[src/rtl/dram_write_arbiter.sv]
// dram_write_arbiter
//   Owns the single write port of a 32x16 distributed RAM. After reset, or when
//   clear_req is sampled high in RUN, it writes CLEAR_VAL to addresses 0..31.
//   It then shares the write port between NREQ requesters using round-robin
//   arbitration. All outputs are registered.
//
// Ports
//   clk        write clock (same net as RAM WCLK)
//   rst_n      asynchronous active-low reset
//   clear_req  level request to re-run the clear sequence
//   req        per-requester write request
//   req_addr   requester i address at [5i+4:5i]
//   req_data   requester i data at [16i+15:16i]
//   gnt        one-hot, one-cycle grant pulse
//   ready      high in RUN
//   busy       high in CLEAR
//   ram_waddr  RAM ADDRH
//   ram_wdata  RAM lanes; bits [2k+1:2k] drive lane k (A..H)
//   ram_we     RAM WE
module dram_write_arbiter #(
  parameter int unsigned NREQ      = 4,
  parameter logic [15:0] CLEAR_VAL = 16'h0000
) (
  input  logic               clk,
  input  logic               rst_n,
  input  logic               clear_req,
  input  logic [NREQ-1:0]    req,
  input  logic [NREQ*5-1:0]  req_addr,
  input  logic [NREQ*16-1:0] req_data,
  output logic [NREQ-1:0]    gnt,
  output logic               ready,
  output logic               busy,
  output logic [4:0]         ram_waddr,
  output logic [15:0]        ram_wdata,
  output logic               ram_we
);

  localparam int unsigned PtrW = (NREQ > 1) ? $clog2(NREQ) : 1;

  typedef enum logic [0:0] {StClear, StRun} state_e;

  state_e          state_q, state_d;
  logic [4:0]      cnt_q, cnt_d;
  logic [PtrW-1:0] ptr_q, ptr_d;
  logic [NREQ-1:0] gnt_q, gnt_d;
  logic            we_q, we_d;
  logic [4:0]      waddr_q, waddr_d;
  logic [15:0]     wdata_q, wdata_d;
  logic            ready_q, busy_q;

  logic [4:0]      addr_arr [NREQ];
  logic [15:0]     data_arr [NREQ];
  logic [NREQ-1:0] elig;
  logic            found;
  logic [PtrW-1:0] win;
  logic [PtrW-1:0] idx;

  for (genvar i = 0; i < NREQ; i++) begin : g_unpack
    assign addr_arr[i] = req_addr[5*i +: 5];
    assign data_arr[i] = req_data[16*i +: 16];
  end

  // The requester granted last edge is masked so a held req is not re-granted.
  assign elig = req & ~gnt_q;

  // Round-robin search starting at ptr_q, wrapping modulo NREQ.
  always_comb begin
    found = 1'b0;
    win   = '0;
    idx   = '0;
    for (int unsigned k = 0; k < NREQ; k++) begin
      idx = PtrW'((32'(ptr_q) + k) % NREQ);
      if (!found && elig[idx]) begin
        found = 1'b1;
        win   = idx;
      end
    end
  end

  always_comb begin
    state_d = state_q;
    cnt_d   = cnt_q;
    ptr_d   = ptr_q;
    gnt_d   = '0;
    we_d    = 1'b0;
    waddr_d = waddr_q;
    wdata_d = wdata_q;
    unique case (state_q)
      StClear: begin
        we_d    = 1'b1;
        waddr_d = cnt_q;
        wdata_d = CLEAR_VAL;
        cnt_d   = cnt_q + 5'd1;
        if (cnt_q == 5'd31) state_d = StRun;
      end
      StRun: begin
        if (clear_req) begin
          // Pending requests stay pending; pointer is kept across the clear.
          state_d = StClear;
          cnt_d   = '0;
        end else if (found) begin
          gnt_d[win] = 1'b1;
          we_d       = 1'b1;
          waddr_d    = addr_arr[win];
          wdata_d    = data_arr[win];
          ptr_d      = PtrW'((32'(win) + 1) % NREQ);
        end
      end
      default: state_d = StClear;
    endcase
  end

  always_ff @(posedge clk or negedge rst_n) begin
    if (!rst_n) begin
      state_q <= StClear;
      cnt_q   <= '0;
      ptr_q   <= '0;
      gnt_q   <= '0;
      we_q    <= 1'b0;
      waddr_q <= '0;
      wdata_q <= '0;
      ready_q <= 1'b0;
      busy_q  <= 1'b1;
    end else begin
      state_q <= state_d;
      cnt_q   <= cnt_d;
      ptr_q   <= ptr_d;
      gnt_q   <= gnt_d;
      we_q    <= we_d;
      waddr_q <= waddr_d;
      wdata_q <= wdata_d;
      ready_q <= (state_d == StRun);
      busy_q  <= (state_d == StClear);
    end
  end

  assign gnt       = gnt_q;
  assign ram_we    = we_q;
  assign ram_waddr = waddr_q;
  assign ram_wdata = wdata_q;
  assign ready     = ready_q;
  assign busy      = busy_q;

endmodule

[config.mk]
export PLATFORM = sky130hd
export DESIGN_NAME = dram_write_arbiter
export DESIGN_NICKNAME = d
export VERILOG_FILES = /design/src/rtl/dram_write_arbiter.sv
export SDC_FILE = /design/constraint.sdc
export NUM_CORES = 1
export LEC_CHECK = 0
export CORE_MARGIN = 8
export CORE_UTILIZATION = 40
export CTS_CLUSTER_SIZE = 14
export DETAILED_ROUTE_END_ITERATION = 16
export GPL_TIMING_DRIVEN = 0
export PLACE_DENSITY = 0.81
export SETUP_SLACK_MARGIN = 0.4
export SLEW_MARGIN = 30
export SYNTH_ARGS = -nofsm -noshare
export SYNTH_HDL_FRONTEND = slang
export SYNTH_SLANG_ARGS = --single-unit
[constraint.sdc]
create_clock -name clk -period 2.95 [get_ports clk]
set_input_delay 0.295 -clock clk [delete_from_list [all_inputs] [get_ports clk]]
set_output_delay 0.295 -clock clk [all_outputs]
set_load 0.01 [all_outputs]
==> flow_summary_export.csv <==
group,metric,value,unit
routing,drt_iter0_drc,118,
clocking,clock_latency,0.29,ns
global_route,grt_max_degree,21,
worst_setup_path,worst_r2r_path_depth,7,
power_and_ir_drop,irDropWorstVdd,0.295,mV
worst_setup_path,cp-startpoint,"req[0]",
clocking,cts_buffers,5,
worst_setup_path,rrSetupSlack,0.71,ns
sta,relSlewSlack,0.549,
global_route,grt_pass1_wl,13.6,mm
cells_and_area,drive_above_1_share,0.0992,
cells_and_area,mostFrequentLayoutCells,"117 x clkdlybuf4s50_1, 34 x dfrtp_1, 24 x mux2i_1",
global_route,grtUsageTotal,0.196,
synth,avgSynthCellArea,9.91,µm²
cells_and_area,antenna_cells,0,
routing,post-route-drc-count,0,
synth,seq_area_frac_synth,0.376,
clocking,cts_max_path_buffers,2,
sta,period_needed,2.32,ns
die,dieArea,0.00852,mm²
die,core_area,0.00557,mm²
synth,synth_ff_type,"dfrtp_1",
worst_setup_path,crit_path_end_kind,"flop",
die,die_h,92.3,µm
worst_setup_path,cp.required,3.12,ns
worst_setup_path,crit_fanout,10,
sta,maxSlewViolCount,0,
synth,synthCells,235,
run_status,status,"completed",
power_and_ir_drop,p_leak,1.58,nW
worst_setup_path,cp.arrival,2.49,ns
sta,worstMarginPinSlew,0.669,ns
routing,firstDrtPassIters,4,
clocking,numClockSinks,35,
die,ioPinCount,119,
sta,hold_ws,0.459,ns
die,die_x,92.3,µm
sta,fmax,0.431,GHz
routing,vias,2434,
worst_setup_path,cp-start-kind,"input port",
worst_setup_path,cpMaxStageDelayCell,"mux4_2",
global_route,grt_pass1_vias,2678,
job,maxCapViolations,0,
sta,fin_skew,0.00861,ns
hold_path,hp-class,"input port to asynchronous set/reset pin",
placement,gp_congestion,0.753,
clocking,h-tree-depth,2,
clocking,cts_tree,"done",
global_route,overflow,0,
clocking,clk_pin_slew,0.08,ns
cells_and_area,area.growth.synth_to_final,59.9,%
cells_and_area,final_nets,455,
placement,portBuffers,118,
worst_setup_path,r2r-end,"ram_waddr[0]",
die,rows,27,
global_route,antenna_found_initial,0,
cells_and_area,final_common_cell,"clkdlybuf4s50_1",
synth,synth-edff-count,0,
synth,async_flop_share,1.00,
worst_setup_path,r2r-start,"ptr_q[0]",
placement,dp_hpwl,6.51,mm
routing,postRouteAntennaNets,0,
cells_and_area,fill_cells,477,
synth,syn-cell-area,0.00233,mm²
worst_setup_path,path_cells,"clkdlybuf4s50_1 -> nor2b_1 -> nand3_1 -> nand3_2 -> buf_12 -> mux4_2 -> o2bb2ai_1",
routing,drt_wl_total,8.19,mm
sta,hold_violations,0,
clocking,root_buffer,"clkbuf_8",
sta,rsz0062_at_grt,"false",
synth,synth.distinct_cells,46,
routing,wl_per_cell,18.8,µm
power_and_ir_drop,power_density,606,mW/mm²
synth,yosys_warnings,0,
sta,setup_viol,0,
worst_setup_path,crit_type,"input port to flop",
sta,min_period_over_period,0.786,
die,start_util,0.418,
worst_setup_path,cpPeakStageDelay,0.51,ns
routing,vias_per_cell,5.60,
synth,synth-seq-cells,35,
synth,syn_nets,328,
sta,setup_tns,0,ns
[routing by layer]
layer	vias to the layer above	part of all wire	global-route usage
met5	-	0	0
met2	100	0.50	0.337
met4	0	0.0098	0.0564
li1	1159	-	-
met1	1168	0.41	0.230
met3	7	0.082	0.0605
[kinds of logic (layout without fill, tap and decap cells)]
kind of cell	Yosys count	in the layout	share of synthesized area
compound gates	73	73	0.257
xor+xnor	3	3	0.0113
fa+ha+maj	2	2	0.0107
buf+inv	25	153	0.0650
flops	35	35	0.376
mux	25	25	0.113
simple gates	72	72	0.167
[per-stage QoR]
stage,total power [mW],setup slack (ns),instances,cell area [µm²],util
floorplan,1.45,0.786,235,2330,-
global placement,1.86,0.225,425,3600,0.646
detailed placement,1.90,0.153,426,3620,0.650
CTS,2.27,0.432,435,3720,0.668
global route,2.41,0.457,435,3730,0.668
finish,2.26,0.630,435,3730,0.668
[cells in the mapped netlist, types with 2 or more instances]
cell type	instances	area, µm²
mux2i_1	24	240
a211o_1	15	131
buf_12	2	40.0
dfrtp_1	34	851
nor2_1	9	33.8
inv_1	2	7.51
nor2b_1	4	25.0
o31ai_1	15	113
o211ai_2	8	100
nand2_1	23	86.3
and3_1	6	37.5
inv_2	2	7.51
nand3_1	2	10.0
nand4_1	15	93.8
xnor2_1	2	17.5
o211ai_1	9	67.6
a21oi_1	10	50.1
buf_2	5	25.0
o2bb2ai_1	2	17.5
o22ai_1	3	18.8
nand2b_1	4	25.0
ha_1	2	25.0
o221ai_1	4	35.0
clkbuf_1	11	41.3
[registers in the layout, summed over array words and instances, names as in the netlist]
name,flops
ram_wdata,16
busy,1
ram_waddr,5
gnt,4
ready,1
ram_we,1
ptr_q,2
cnt_q,5
[report_power, final]
group	total [mW]	internal, mW	switching (mW)	leakage [nW]
combinational	1.21	0.614	0.593	1.07
sequential	0.691	0.593	0.0984	0.455
clock	0.360	0.188	0.172	0.0482
total	2.26	1.40	0.863	1.58
[layout make-up]
| type | count | area, µm² | share of cell area |
|---|---|---|---|
| clock inverter | 1 | 5.00 | 0.00134 |
| buffer | 20 | 134 | 0.0359 |
| clock buffer | 7 | 86.3 | 0.0232 |
| tap | 72 | 90.1 | 0.0242 |
| multi-input combinational | 175 | 1300 | 0.349 |
| inverter | 5 | 18.8 | 0.00504 |
| sequential | 35 | 877 | 0.235 |
| timing repair buffer | 120 | 1210 | 0.326 |
[worst max-delay path: cells and delay by family]
kind | cells | cell delay (ns)
AND/OR/NAND/NOR | 3 | 0.89
buffers and inverters | 2 | 0.66
multiplexers | 1 | 0.51
AO/OA/AOI/OAI | 1 | 0.13
[how the worst max path moves through the flow]
stage | end | slack (ns) | depth (start not counted)
after floorplan | ram_waddr[0] | 0.79 | 7
after global placement | ram_wdata[13] | 0.23 | 8
after detailed placement | ram_wdata[7] | 0.15 | 8
after CTS | ram_wdata[7] | 0.43 | 8
after global routing | ram_waddr[4] | 0.46 | 8
final | ram_waddr[0] | 0.63 | 7
[repair_timing]
| item | in CTS | in global routing |
|---|---|---|
| buffers inserted | 0 | 0 |
| hold buffers | 1 | 0 |
| setup endpoints to repair | 0 | 9 |
| resized for setup | 0 | 2 |
| hold endpoints to repair | 15 | 0 |
Power figures use the tool's default switching activity.
